$ cat config.mk
export PLATFORM = sky130hd
export DESIGN_NAME = mem_access_arbiter
export DESIGN_NICKNAME = d
export VERILOG_FILES = /design/src/rtl/mem_access_arbiter.sv
export SDC_FILE = /design/constraint.sdc
export NUM_CORES = 1
export LEC_CHECK = 0
export CAP_MARGIN = 10
export CORE_MARGIN = 3
export CORE_UTILIZATION = 53
export CTS_CLUSTER_DIAMETER = 80
export DETAILED_ROUTE_END_ITERATION = 6
export DONT_BUFFER_PORTS = 1
export PLACE_DENSITY = 0.73
export SYNTH_ARGS = -nofsm -noshare
export SYNTH_HDL_FRONTEND = slang
export SYNTH_SLANG_ARGS = --single-unit
$ cat constraint.sdc
create_clock -name clk -period 2.2 [get_ports clk]
set_input_delay 0.44 -clock clk [delete_from_list [all_inputs] [get_ports clk]]
set_output_delay 0.44 -clock clk [all_outputs]
set_load 0.005 [all_outputs]
$ cat src/rtl/mem_access_arbiter.sv
// Round-robin arbiter and access sequencer for the shared memory port.
// It grants one requester, issues a single strobe, waits for read data,
// and then pulses that requester's ack. All outputs are registered.
module mem_access_arbiter #(
  parameter int DATAWIDTH  = 8,
  parameter int ADDRWIDTH  = 7,
  parameter int NUM_REQ    = 4,
  parameter int RD_LATENCY = 1
) (
  input  logic                           clk,
  input  logic                           rst,
  input  logic [NUM_REQ-1:0]             req,
  input  logic [NUM_REQ-1:0]             req_we,
  input  logic [NUM_REQ*ADDRWIDTH-1:0]   req_addr,
  input  logic [NUM_REQ*DATAWIDTH-1:0]   req_wdata,
  output logic [NUM_REQ-1:0]             ack,
  output logic [DATAWIDTH-1:0]           rdata,
  output logic                           busy,
  output logic                           mem_wr_en,
  output logic                           mem_rd_en,
  output logic [ADDRWIDTH-1:0]           mem_addr,
  output logic [DATAWIDTH-1:0]           mem_wdata,
  input  logic [DATAWIDTH-1:0]           mem_rdata
);

  localparam int IDX_W = $clog2(NUM_REQ);
  // One extra count value of headroom keeps the width at least 2 bits
  // and always able to hold RD_LATENCY itself.
  localparam int CNT_W = $clog2(RD_LATENCY + 2);

  typedef enum logic [1:0] {
    IDLE   = 2'd0,
    ACCESS = 2'd1,
    WAIT   = 2'd2,
    DONE   = 2'd3
  } state_t;

  // Per-requester views of the flattened address/data buses.
  logic [ADDRWIDTH-1:0] addr_arr  [NUM_REQ];
  logic [DATAWIDTH-1:0] wdata_arr [NUM_REQ];

  genvar gi;
  generate
    for (gi = 0; gi < NUM_REQ; gi++) begin : g_unpack
      assign addr_arr[gi]  = req_addr[gi*ADDRWIDTH +: ADDRWIDTH];
      assign wdata_arr[gi] = req_wdata[gi*DATAWIDTH +: DATAWIDTH];
    end
  endgenerate

  // State and registered outputs.
  state_t               state_q,     state_d;
  logic [IDX_W-1:0]     last_gnt_q,  last_gnt_d;
  logic [IDX_W-1:0]     gnt_idx_q,   gnt_idx_d;
  logic                 we_q,        we_d;
  logic [CNT_W-1:0]     cnt_q,       cnt_d;
  logic [NUM_REQ-1:0]   ack_q,       ack_d;
  logic [DATAWIDTH-1:0] rdata_q,     rdata_d;
  logic                 busy_q,      busy_d;
  logic                 mem_wr_en_q, mem_wr_en_d;
  logic                 mem_rd_en_q, mem_rd_en_d;
  logic [ADDRWIDTH-1:0] mem_addr_q,  mem_addr_d;
  logic [DATAWIDTH-1:0] mem_wdata_q, mem_wdata_d;

  // Arbitration result for the current cycle.
  logic                 arb_found;
  logic [IDX_W-1:0]     arb_idx;
  logic [IDX_W:0]       arb_cand;

  // Round-robin search: first set req bit starting just after last_gnt, wrapping.
  always_comb begin
    arb_found = 1'b0;
    arb_idx   = '0;
    arb_cand  = '0;
    for (int k = 1; k <= NUM_REQ; k++) begin
      arb_cand = {1'b0, last_gnt_q} + (IDX_W+1)'(k);
      if (arb_cand >= (IDX_W+1)'(NUM_REQ)) begin
        arb_cand = arb_cand - (IDX_W+1)'(NUM_REQ);
      end
      if (!arb_found && req[arb_cand[IDX_W-1:0]]) begin
        arb_found = 1'b1;
        arb_idx   = arb_cand[IDX_W-1:0];
      end
    end
  end

  // Next-state and next-output logic; outputs are computed one cycle ahead
  // so that the registered values line up with the state they belong to.
  always_comb begin
    state_d     = state_q;
    last_gnt_d  = last_gnt_q;
    gnt_idx_d   = gnt_idx_q;
    we_d        = we_q;
    cnt_d       = cnt_q;
    ack_d       = '0;
    rdata_d     = rdata_q;
    mem_wr_en_d = 1'b0;
    mem_rd_en_d = 1'b0;
    mem_addr_d  = mem_addr_q;
    mem_wdata_d = mem_wdata_q;

    case (state_q)
      IDLE: begin
        if (arb_found) begin
          // The memory address/data registers double as the latched request.
          gnt_idx_d   = arb_idx;
          we_d        = req_we[arb_idx];
          mem_addr_d  = addr_arr[arb_idx];
          mem_wdata_d = wdata_arr[arb_idx];
          mem_wr_en_d = req_we[arb_idx];
          mem_rd_en_d = !req_we[arb_idx];
          state_d     = ACCESS;
        end
      end

      ACCESS: begin
        if (we_q) begin
          ack_d[gnt_idx_q] = 1'b1;
          state_d          = DONE;
        end else begin
          cnt_d   = CNT_W'(RD_LATENCY);
          state_d = WAIT;
        end
      end

      WAIT: begin
        cnt_d = cnt_q - CNT_W'(1);
        // cnt_q reaches 1 in the cycle mem_rdata is valid.
        if (cnt_q == CNT_W'(1)) begin
          rdata_d          = mem_rdata;
          ack_d[gnt_idx_q] = 1'b1;
          state_d          = DONE;
        end
      end

      DONE: begin
        last_gnt_d = gnt_idx_q;
        state_d    = IDLE;
      end

      default: begin
        state_d = IDLE;
      end
    endcase

    busy_d = (state_d != IDLE);
  end

  // State register with synchronous reset; a reset abandons any transaction.
  always_ff @(posedge clk) begin
    if (rst) begin
      state_q     <= IDLE;
      last_gnt_q  <= IDX_W'(NUM_REQ - 1);
      gnt_idx_q   <= '0;
      we_q        <= 1'b0;
      cnt_q       <= '0;
      ack_q       <= '0;
      rdata_q     <= '0;
      busy_q      <= 1'b0;
      mem_wr_en_q <= 1'b0;
      mem_rd_en_q <= 1'b0;
      mem_addr_q  <= '0;
      mem_wdata_q <= '0;
    end else begin
      state_q     <= state_d;
      last_gnt_q  <= last_gnt_d;
      gnt_idx_q   <= gnt_idx_d;
      we_q        <= we_d;
      cnt_q       <= cnt_d;
      ack_q       <= ack_d;
      rdata_q     <= rdata_d;
      busy_q      <= busy_d;
      mem_wr_en_q <= mem_wr_en_d;
      mem_rd_en_q <= mem_rd_en_d;
      mem_addr_q  <= mem_addr_d;
      mem_wdata_q <= mem_wdata_d;
    end
  end

  assign ack       = ack_q;
  assign rdata     = rdata_q;
  assign busy      = busy_q;
  assign mem_wr_en = mem_wr_en_q;
  assign mem_rd_en = mem_rd_en_q;
  assign mem_addr  = mem_addr_q;
  assign mem_wdata = mem_wdata_q;

endmodule
After elaboration in Yosys (flattened, before gate mapping)

Index checks and enable logic that the tools add are counted.

Register bits: 39
Input bits: 78

$add $sub $neg: 9
Magnitude comparators: 12
Equality and inequality tests: 5
Muxes and demuxes: 39
Bitwise operators: 3
Reductions and logical operators: 15

Operator list:

| operator              | count |
|---|---|
| $mux W2               | 11 |
| $lt A2 B3 Y1 const B  | 6 |
| $bmux W8 S2           | 1 |
| $mux W8               | 2 |
| $ge A3 B3 Y1 const B  | 5 |
| $bmux W7 S2           | 1 |
| $mux W7               | 2 |
| $mux W1               | 11 |
| $bmux W1 S2           | 5 |
| $sub A2 B1 Y2 const B | 5 |
| $mux W4               | 2 |
| $pmux W2 S4           | 1 |
| $pmux W4 S2           | 1 |
| $add A2 B2 Y3 const B | 2 |
| $reduce_and A2 Y1     | 3 |
| $eq A2 B1 Y1 const B  | 2 |
| $eq A2 B2 Y1 const B  | 2 |
| $logic_and A1 B1 Y1   | 4 |
| $logic_not A1 Y1      | 4 |
| $pmux W2 S2           | 1 |
| $reduce_bool A2 Y1    | 2 |
| $add A2 B1 Y3 const B | 1 |
| $add A2 B3 Y3 const B | 1 |
| $not A2 Y3            | 1 |
| 6 further kinds       | 7 |

Logic depth before layout (Yosys ltp)

Gate-level depths: netlist of the first run.

Word-level depth: 19
Gate-level depth with buffers: 8

Least setup slack after synthesis of the first run

OpenSTA, ideal clock, no wires.

Path kind: input port to flip-flop
From: input port req[1]
To: register we_q
Setup time: 133 ps
Arrival: 1551 ps
Setup slack: 515 ps
Stages on the path: 6
Buffers on the path: 2
Cell sequence: or4_4 -> and2_4 -> nand2b_2 -> buf_6 -> buf_8 -> o221ai_1

Word-level cells in the longest chain between the ends: 14

Ends and longest elaborated chain:

| what                          | RTL line | text |
|---|---|---|
| from (decl)                   | 12       | `input logic [NUM_REQ-1:0] req,` |
| $bmux W1 S2                   | 79       | `if (!arb_found && req[arb_cand[IDX_W-1:0]]) begin` |
| $mux W1 (implied by the code) | 79       |  |
| $mux W1                       | 79       |  |
| $logic_not A1 Y1              | 79       |  |
| $logic_and A1 B1 Y1           | 79       |  |
| $mux W1                       | 79       |  |
| $logic_not A1 Y1              | 79       |  |
| $logic_and A1 B1 Y1           | 79       |  |
| $mux W1                       | 79       |  |
| $logic_not A1 Y1              | 79       |  |
| $logic_and A1 B1 Y1           | 79       |  |
| $mux W2                       | 79       |  |
| $bmux W1 S2                   | 106      | `we_d = req_we[arb_idx];` |
| $mux W1 (implied by the code) | 106      |  |
| to (signal assigned)          | 167      | `we_q <= we_d;` |
| to (decl)                     | 54       | `logic we_q, we_d;` |

Several ways; a longest one is shown, not always the timed one. The select of a mux whose other input is x is not followed.
A chain may end at the register's enable or synchronous reset.

Worst setup path after layout of the first run

From: register last_gnt_q[0]
To: register mem_wdata_q[1], in the netlist mem_wdata[1]

Word-level cells in the longest chain between the ends: 19

Ends and longest elaborated chain:

| what                                                 | RTL line | text |
|---|---|---|
| from (decl)                                          | 52       | `logic [IDX_W-1:0] last_gnt_q, last_gnt_d;` |
| from (signal assigned)                               | 152      | `last_gnt_q <= IDX_W'(NUM_REQ - 1);` |
| from (signal assigned)                               | 165      | `last_gnt_q <= last_gnt_d;` |
| $add A2 B1 Y3                                        | 75       | `arb_cand = {1'b0, last_gnt_q} + (IDX_W+1)'(k);` |
| $ge A3 B3 Y1 / $sub A2 B1 Y2 (equally long branches) | 76, 77   |  |
| $mux W2                                              | 76       | `if (arb_cand >= (IDX_W+1)'(NUM_REQ)) begin` |
| $bmux W1 S2                                          | 79       |  |
| $mux W1 (implied by the code)                        | 79       |  |
| $mux W1                                              | 79       |  |
| $logic_not A1 Y1                                     | 79       |  |
| $logic_and A1 B1 Y1                                  | 79       |  |
| [... 2 more ...]                                     | --       |  |
| $logic_and A1 B1 Y1                                  | 79       |  |
| $mux W1                                              | 79       |  |
| $logic_not A1 Y1                                     | 79       |  |
| $logic_and A1 B1 Y1                                  | 79       |  |
| $mux W2                                              | 79       |  |
| $not A2 Y3 (implied by the code)                     | 108      | `mem_wdata_d = wdata_arr[arb_idx];` |
| $bmux W8 S2                                          | 108      |  |
| $mux W8 (implied by the code) (2 in a row)           | 108      |  |
| to (signal assigned)                                 | 175      | `mem_wdata_q <= mem_wdata_d;` |
| to (decl)                                            | 62       | `logic [DATAWIDTH-1:0] mem_wdata_q, mem_wdata_d;` |

Several ways; a longest one is shown, not always the timed one. The select of a mux whose other input is x is not followed.

==> tab_implementation.tex, run 1 <==
\begin{tabular}{lr}
\hline
Metric & Value \\
\hline
\multicolumn{2}{l}{\textbf{Clocking}} \\
Post-cts repair resize count & 0 \\
Number of hold buffers added after CTS & 0 \\
Number of sinks handled by clock tree synthesis & 39 \\
H-tree Lvls & 2 \\
Buffer levels on the longest clock path & 2 \\
Num CTS Buffers & 5 \\
Clock Latency Late Sink & 300 ps \\
CTS tree & built \\
Clock transition at the registers of the reported paths & 80 ps \\
Number of buffers added for setup after CTS & 0 \\
Clock Root Buffer & sky130\_fd\_sc\_hd\_\_clkbuf\_8 \\
\multicolumn{2}{l}{\textbf{Worst setup path}} \\
Critical Path Start Type & flop \\
Data arrival time of the critical path & 1930 ps \\
Start-to-end type of the worst setup path & reg2reg \\
Launching point of the worst reg2reg path & last\_gnt\_q[0] \\
Peak fanout along the critical path & 30 \\
Worst setup EP type & flop \\
Cell depth of the worst flop-to-flop path & 6 \\
R2R setup slack & 440 ps \\
Required time of the critical path & 2370 ps \\
Reg-to-Reg End & mem\_wdata[1] \\
\multicolumn{2}{l}{\textbf{Synthesis}} \\
Most used flip-flop cell after synthesis & sky130\_fd\_sc\_hd\_\_dfxtp\_1 \\
Share of flip-flops with an asynchronous set or reset & 0 \\
Syn avg cell area & 10.05 um\^{}2 \\
Number of flops mapped to enable cells by yosys & 0 \\
Instance count of the mapped netlist & 197 \\
Netlist area before placement & 1981 um\^{}2 \\
Unique cell type count in the Yosys netlist & 39 \\
Post-synthesis sequential area ratio & 0.3942 \\
Post-synthesis net count & 281 \\
Flops \& latches, synth & 39 \\
Yosys warnings & 0 \\
\multicolumn{2}{l}{\textbf{Flow run}} \\
Max Cap Violations & 0 \\
\multicolumn{2}{l}{\textbf{Outcome}} \\
Result of the run & finished, final reports clean \\
\multicolumn{2}{l}{\textbf{Timing}} \\
Aggregate negative setup slack & 0 ps \\
Maximum operating frequency & 0.5687 GHz \\
Slew at the pin closest to its max-slew limit & 456.4 ps \\
Minimum clock period & 1759 ps \\
Max-slew headroom & 0.6957 \\
Worst Clk Skew & 8.317 ps \\
Total count of max-transition violations in the final report & 0 \\
Final setup violation count & 0 \\
Hold Fails Final Rpt & 0 \\
RSZ-0062 raised after global routing & false \\
Final period utilization & 0.7993 \\
Hold Worst Slack & 211.3 ps \\
\multicolumn{2}{l}{\textbf{Global routing}} \\
Gr usage total & 0.1920 \\
Global-route wire length before repair & 6389 um \\
Overflow left after global routing & 0 \\
Maximum number of pins on one net before global-route repair & 31 \\
Initial antenna violation count & 0 \\
Number of global-route vias before repair & 1408 \\
\multicolumn{2}{l}{\textbf{Finish}} \\
Final-stage net count & 279 \\
Fraction of layout instances using a drive strength above 1 & 0.1378 \\
Antenna diodes & 0 \\
Combined area of the multi-input logic cells & 1091 um\^{}2 \\
Most common cell after layout, fill and taps aside & sky130\_fd\_sc\_hd\_\_dfxtp\_1 \\
FF+latch area & 780.7 um\^{}2 \\
Count of fill cells added during filler insertion & 296 \\
Leading cell types in the layout, fill and taps excluded & sky130\_fd\_sc\_hd\_\_dfxtp\_1, sky130\_fd\_sc\_hd\_\_mux2i\_1, sky130\_fd\_sc\_hd\_\_nand2\_1 \\
Area added between synthesis and finish & 3.853\% \\
\multicolumn{2}{l}{\textbf{Route}} \\
First drt pass iteration count & 4 \\
Via density & 6.161 \\
Antenna viol nets, final & 0 \\
Overall via count from detail\_route & 1491 \\
Drt initial violations & 53 \\
Drt wl/cell & 17.75 um \\
DRC & 0 \\
Wire length reported by the detailed router & 4296 um \\
\multicolumn{2}{l}{\textbf{Power and ir drop}} \\
Leak Pwr & 0.8310 nW \\
Worst IR Drop VDD & 0.5382 mV \\
Power per Cell Area & 1115 nW/um\^{}2 \\
\multicolumn{2}{l}{\textbf{Floorplanning}} \\
Die area & 4506 um\^{}2 \\
Die Y & 67.13 um \\
Ports & 108 \\
Die width & 67.13 um \\
Initial Util & 0.5711 \\
Number of standard-cell rows in the floorplan & 21 \\
Floorplan core area & 3468 um\^{}2 \\
\multicolumn{2}{l}{\textbf{Placed design}} \\
Placer's final routability congestion estimate & 0.6775 \\
Detailed-placement wirelength estimate & 3282 um \\
Count of buffers inserted at the top-level ports & 0 \\
\multicolumn{2}{l}{\textbf{Worst hold path}} \\
Min-Delay Startpoint & rst \\
Hold-critical path endpoint & cnt\_q[0] \\
Worst hold path type & in2reg \\
Cells on Worst Hold Path & 1 \\
\hline
\end{tabular}
## worst max path at each step
| stage | startpoint | endpoint | slack, ps |
|---|---|---|---|
| global placement | req[1] | we_q | 400 |
| floorplan | req[1] | we_q | 520 |
| global route | last_gnt_q[0] | mem_addr[6] | 290 |
| CTS | last_gnt_q[0] | mem_wdata[1] | 440 |
| detailed placement | req[1] | mem_wdata[2] | 360 |
| finish | last_gnt_q[0] | mem_wdata[1] | 440 |
## kinds of logic (layout without fill, tap and decap cells)
logic type                 after synthesis  after routing  share of synthesized area
buffers and inverters                   15             14                    0.05495
and+or+nand+nor                         63             63                     0.1586
AOI/OAI and AO/OA                       41             41                     0.1876
muxes                                   33             33                     0.1668
DFF                                     39             39                     0.3942
adders and majority gates                6              6                    0.03790
## synthesized netlist by cell type (3+ instances only)
library cell	n	area (um^2)
sky130_fd_sc_hd__o221ai_2	9	135.1
sky130_fd_sc_hd__inv_1	4	15.01
sky130_fd_sc_hd__mux2i_1	33	330.3
sky130_fd_sc_hd__o221ai_1	7	61.31
sky130_fd_sc_hd__nand2_1	28	105.1
sky130_fd_sc_hd__nor2b_1	5	31.28
sky130_fd_sc_hd__a21oi_1	11	55.05
sky130_fd_sc_hd__dfxtp_1	39	780.8
sky130_fd_sc_hd__clkbuf_1	3	11.26
sky130_fd_sc_hd__nor2_1	8	30.03
sky130_fd_sc_hd__ha_1	6	75.07
sky130_fd_sc_hd__nand2b_1	3	18.77
sky130_fd_sc_hd__buf_6	5	56.30
sky130_fd_sc_hd__nand3_1	8	40.04
## metal layers
metal | vias up | track usage | share of wire
li1 | 715 | - | -
met1 | 704 | 0.1839 | 0.36
met2 | 66 | 0.3607 | 0.53
met3 | 6 | 0.08319 | 0.092
met4 | 0 | 0.06835 | 0.014
met5 | - | 0 | 0
## power breakdown
| group | total, mW | switching (mW) | internal, mW | leakage [nW] |
|---|---|---|---|---|
| sequential | 1.05 | 0.154 | 0.898 | 0.320 |
| combinational | 0.773 | 0.420 | 0.353 | 0.470 |
| clock | 0.469 | 0.247 | 0.221 | 0.0412 |
| total | 2.29 | 0.821 | 1.47 | 0.831 |
## critical path, stage by stage (launching register included)
cell                       delay, ps
sky130_fd_sc_hd__dfxtp_1         330
sky130_fd_sc_hd__nand2b_1        140
sky130_fd_sc_hd__a21oi_1         110
sky130_fd_sc_hd__a211oi_4        360
sky130_fd_sc_hd__buf_12          270
sky130_fd_sc_hd__mux2i_1         280
sky130_fd_sc_hd__o221ai_2        130
## through the flow
step | instance area [um^2] | cells | setup WS, ps | util | total power, mW
final | 2057 | 242 | 441.5 | 0.5931 | 2.294
after global routing | 2057 | 242 | 287.0 | 0.5931 | 2.463
after CTS | 2057 | 242 | 439.9 | 0.5931 | 2.326
after detailed placement | 1972 | 234 | 355.4 | 0.5685 | 1.853
after global placement | 1972 | 234 | 396.5 | 0.5685 | 1.806
after floorplan | 1981 | 197 | 515.2 | - | 1.743
## flip-flops by register name, summed over array words and instances, names as in the netlist
signal	flops
mem_rd_en	1
mem_wr_en	1
gnt_idx_q	2
last_gnt_q	2
busy	1
mem_wdata	8
cnt_q	2
rdata	8
ack	4
we_q	1
state_q	2
mem_addr	7
## area by class of cell
class / count / share of cell area
clock inverters: 2 / 0.006083
clock buffers: 6 / 0.03528
well taps: 46 / 0.02798
repair buffers: 2 / 0.01338
flip-flops and latches: 39 / 0.3796
multi-input cells: 143 / 0.5304
inverters: 4 / 0.007299
Note: power is estimated with default switching activity, not from simulation.
==> run 2: changes to the inputs <==
--- a/config.mk
+++ b/config.mk
@@ -11,7 +11,7 @@
 export CTS_CLUSTER_DIAMETER = 80
 export DETAILED_ROUTE_END_ITERATION = 6
 export DONT_BUFFER_PORTS = 1
-export PLACE_DENSITY = 0.73
+export PLACE_DENSITY = 0.76
 export SYNTH_ARGS = -nofsm -noshare
 export SYNTH_HDL_FRONTEND = slang
 export SYNTH_SLANG_ARGS = --single-unit
==> constraint.sdc (replaced) <==
create_clock -name clk -period 1.45 [get_ports clk]
set_input_delay 0.29 -clock clk [delete_from_list [all_inputs] [get_ports clk]]
set_output_delay 0.29 -clock clk [all_outputs]
set_load 0.005 [all_outputs]
==> run 2 against run 1 <==
Net effect: the run now ends with setup timing left; final cell count increased by 6.6%; sequential power increased by 52%; maximum frequency increased by 6.6%; hold slack got worse by 150 ps; die area unchanged; critical path depth increased by 2; final area increased by 16%; combinational power increased by 110%; critical path type unchanged; largest power group unchanged.
==> tab_implementation.tex, run 2 (synthesis results as in run 1) <==
\begin{tabular}{lr}
\hline
Metric & Value \\
\hline
\multicolumn{2}{l}{\textbf{Outcome}} \\
Result of the run & finished, violations left \\
Violated checks & setup timing \\
\multicolumn{2}{l}{\textbf{Worst setup path}} \\
Start-to-end type of the worst setup path & reg2reg \\
Required time of the critical path & 1620 ps (-750 ps) \\
Data arrival time of the critical path & 1820 ps (-110 ps) \\
Critical Path Start Type & flop \\
R2R setup slack & -200 ps (-640 ps) \\
Cell depth of the worst flop-to-flop path & 8 (+2) \\
Peak fanout along the critical path & 3 (-90\%) \\
Worst setup EP type & flop \\
Reg-to-Reg End & we\_q \\
Launching point of the worst reg2reg path & last\_gnt\_q[0] \\
\multicolumn{2}{l}{\textbf{Timing}} \\
Max-slew headroom & 0.7448 (+0.04913) \\
Worst setup margin & -199.7 ps (-641.1 ps) \\
Slew at the pin closest to its max-slew limit & 379.8 ps (-76.62 ps) \\
Final setup violation count & 18 (+18) \\
Aggregate negative setup slack & -2680 ps (-2680 ps) \\
Final period utilization & 1.138 (+0.3384) \\
Worst Clk Skew & 8.973 ps (+0.6561 ps) \\
Maximum operating frequency & 0.6062 GHz (+6.6\%) \\
Minimum clock period & 1650 ps (-108.9 ps) \\
Hold Worst Slack & 61.65 ps (-149.6 ps) \\
Total count of max-transition violations in the final report & 0 (unchanged) \\
Hold Fails Final Rpt & 0 (unchanged) \\
RSZ-0062 raised after global routing & true \\
\multicolumn{2}{l}{\textbf{Power and ir drop}} \\
Worst IR Drop VDD & 0.8256 mV (+53\%) \\
Power per Cell Area & 1703 nW/um\^{}2 (+53\%) \\
Power consumption & 4.077 mW (+78\%) \\
Leak Pwr & 0.9596 nW (+15\%) \\
\multicolumn{2}{l}{\textbf{Route}} \\
Antenna viol nets, final & 0 (unchanged) \\
DRC & 0 (unchanged) \\
Drt initial violations & 77 (+45\%) \\
First drt pass iteration count & 4 (unchanged) \\
Overall via count from detail\_route & 1615 (+8.3\%) \\
Via density & 6.260 (+1.6\%) \\
Wire length reported by the detailed router & 5022 um (+17\%) \\
Drt wl/cell & 19.47 um (+9.6\%) \\
\multicolumn{2}{l}{\textbf{Finish}} \\
Antenna diodes & 0 (unchanged) \\
Count of fill cells added during filler insertion & 272 (-8.1\%) \\
Area added between synthesis and finish & 20.85\% \\
Post-route cell area & 2394 um\^{}2 (+16\%) \\
Fraction of layout instances using a drive strength above 1 & 0.3066 (+0.1688) \\
Final-stage net count & 295 (+5.7\%) \\
Most common cell after layout, fill and taps aside & sky130\_fd\_sc\_hd\_\_dfxtp\_1 \\
Final core occ & 0.6901 (+0.09704) \\
Number of cells in the finished layout apart from fillers & 258 (+6.6\%) \\
Leading cell types in the layout, fill and taps excluded & sky130\_fd\_sc\_hd\_\_dfxtp\_1, sky130\_fd\_sc\_hd\_\_nand2\_1, sky130\_fd\_sc\_hd\_\_mux2i\_1 \\
\multicolumn{2}{l}{\textbf{Worst hold path}} \\
Min-Delay Startpoint & rst \\
Worst hold path type & in2reg \\
Hold-critical path endpoint & rdata[3] \\
Cells on Worst Hold Path & 1 (unchanged) \\
\multicolumn{2}{l}{\textbf{Clocking}} \\
Clock Latency Late Sink & 290 ps (about the same) \\
CTS tree & built \\
H-tree Lvls & 2 (unchanged) \\
Clock transition at the registers of the reported paths & 70 ps (about the same) \\
Clock Root Buffer & sky130\_fd\_sc\_hd\_\_clkbuf\_8 \\
Number of sinks handled by clock tree synthesis & 39 (unchanged) \\
Num CTS Buffers & 5 (unchanged) \\
Buffer levels on the longest clock path & 2 (unchanged) \\
\multicolumn{2}{l}{\textbf{Floorplanning}} \\
Die area & 4506 um\^{}2 (unchanged) \\
Number of standard-cell rows in the floorplan & 21 (unchanged) \\
Ports & 108 (unchanged) \\
Die Y & 67.13 um (unchanged) \\
Die width & 67.13 um (unchanged) \\
Floorplan core area & 3468 um\^{}2 (unchanged) \\
Initial Util & 0.5711 (unchanged) \\
\multicolumn{2}{l}{\textbf{Placed design}} \\
Detailed-placement wirelength estimate & 3671 um (+12\%) \\
Count of buffers inserted at the top-level ports & 0 (unchanged) \\
Placed Area & 2138 um\^{}2 (+8.4\%) \\
Worst setup slack before clock tree synthesis & -173.3 ps (-528.6 ps) \\
Placer's final routability congestion estimate & 0.7110 (+4.9\%) \\
Cells after DPL & 246 (+5.1\%) \\
\multicolumn{2}{l}{\textbf{Global routing}} \\
Maximum number of pins on one net before global-route repair & 31 (unchanged) \\
Overflow left after global routing & 0 (unchanged) \\
Global-route wire length before repair & 7245 um (+13\%) \\
Initial antenna violation count & 0 (unchanged) \\
Number of global-route vias before repair & 1675 (+19\%) \\
Gr usage total & 0.2156 (+0.02359) \\
\multicolumn{2}{l}{\textbf{Flow run}} \\
Max Cap Violations & 0 (unchanged) \\
\hline
\end{tabular}
## run 2: cell types whose count changed in the layout (fill, tap and decap cells not counted), moves of 2 or more
cell                       previous run  this run
sky130_fd_sc_hd__mux2i_1             33        23
sky130_fd_sc_hd__dfxtp_1             39        37
sky130_fd_sc_hd__mux2i_4              0         4
sky130_fd_sc_hd__mux2i_2              0         6
sky130_fd_sc_hd__dfxtp_2              0         2
sky130_fd_sc_hd__nand2b_4             0         4
sky130_fd_sc_hd__nand2b_1             3         0
sky130_fd_sc_hd__buf_12               1         3
sky130_fd_sc_hd__buf_4                1        13
## run 2: area by class of cell
class | count | area [um^2] | area share
Clock buffer | 5 | 68.82 | 0.02875
Clock inverter | 3 | 43.79 | 0.01830
Inverter | 4 | 15.01 | 0.006273
Multi-Input combinational cell | 143 | 1231 | 0.5144
Sequential cell | 39 | 783.3 | 0.3272
Tap cell | 46 | 57.56 | 0.02405
Timing Repair Buffer | 18 | 193.9 | 0.08102
## run 2: where the power goes
part | switching, mW | internal [mW]
sequential | 0.232 | 1.37
combinational | 0.769 | 0.818
clock | 0.380 | 0.512
## run 2: worst max-delay path by stage
stage	start	end	slack (ps)	depth (start not counted)
after floorplan	req[2]	mem_addr[2]	-60	6
after global placement	last_gnt_q[0]	mem_addr[6]	-70	6
after detailed placement	last_gnt_q[0]	mem_addr[0]	-170	6
after CTS	last_gnt_q[0]	mem_addr[0]	-160	6
after global routing	last_gnt_q[0]	mem_wdata[2]	-260	7
final	last_gnt_q[0]	we_q	-200	8
## run 2: critical path, stage by stage (launching register included)
cell	delay, ps
sky130_fd_sc_hd__dfxtp_2	340
sky130_fd_sc_hd__nand2b_4	130
sky130_fd_sc_hd__o21ai_2	60
sky130_fd_sc_hd__a211oi_4	260
sky130_fd_sc_hd__buf_6	150
sky130_fd_sc_hd__buf_4	130
sky130_fd_sc_hd__mux2i_2	240
sky130_fd_sc_hd__buf_4	160
sky130_fd_sc_hd__o221ai_2	80
## run 2: timing repair
action,in CTS,in global routing
cloned,0,1
hold buffers,0,0
setup endpoints to repair,19,22
resized for setup,3,16
pin swaps,1,0
buffers inserted,1,2
## run 2: layer usage
| layer | part of all wire | wire [um] | global-route usage |
|---|---|---|---|
| met2 | 0.55 | 2766 | 0.4135 |
| met3 | 0.079 | 395 | 0.06988 |
| met4 | 0.025 | 128 | 0.1038 |
| met1 | 0.34 | 1732 | 0.2029 |
| met5 | 0 | 0 | 0 |
==> run 3: changes to the inputs <==
--- a/config.mk
+++ b/config.mk
@@ -5,6 +5,7 @@
 export SDC_FILE = /design/constraint.sdc
 export NUM_CORES = 1
 export LEC_CHECK = 0
+export ABC_CLOCK_PERIOD_IN_PS = 1450
 export CAP_MARGIN = 10
 export CORE_MARGIN = 3
 export CORE_UTILIZATION = 53
==> results of run 3 <==
Final layout, timing and power as in run 2 (identical DEF).
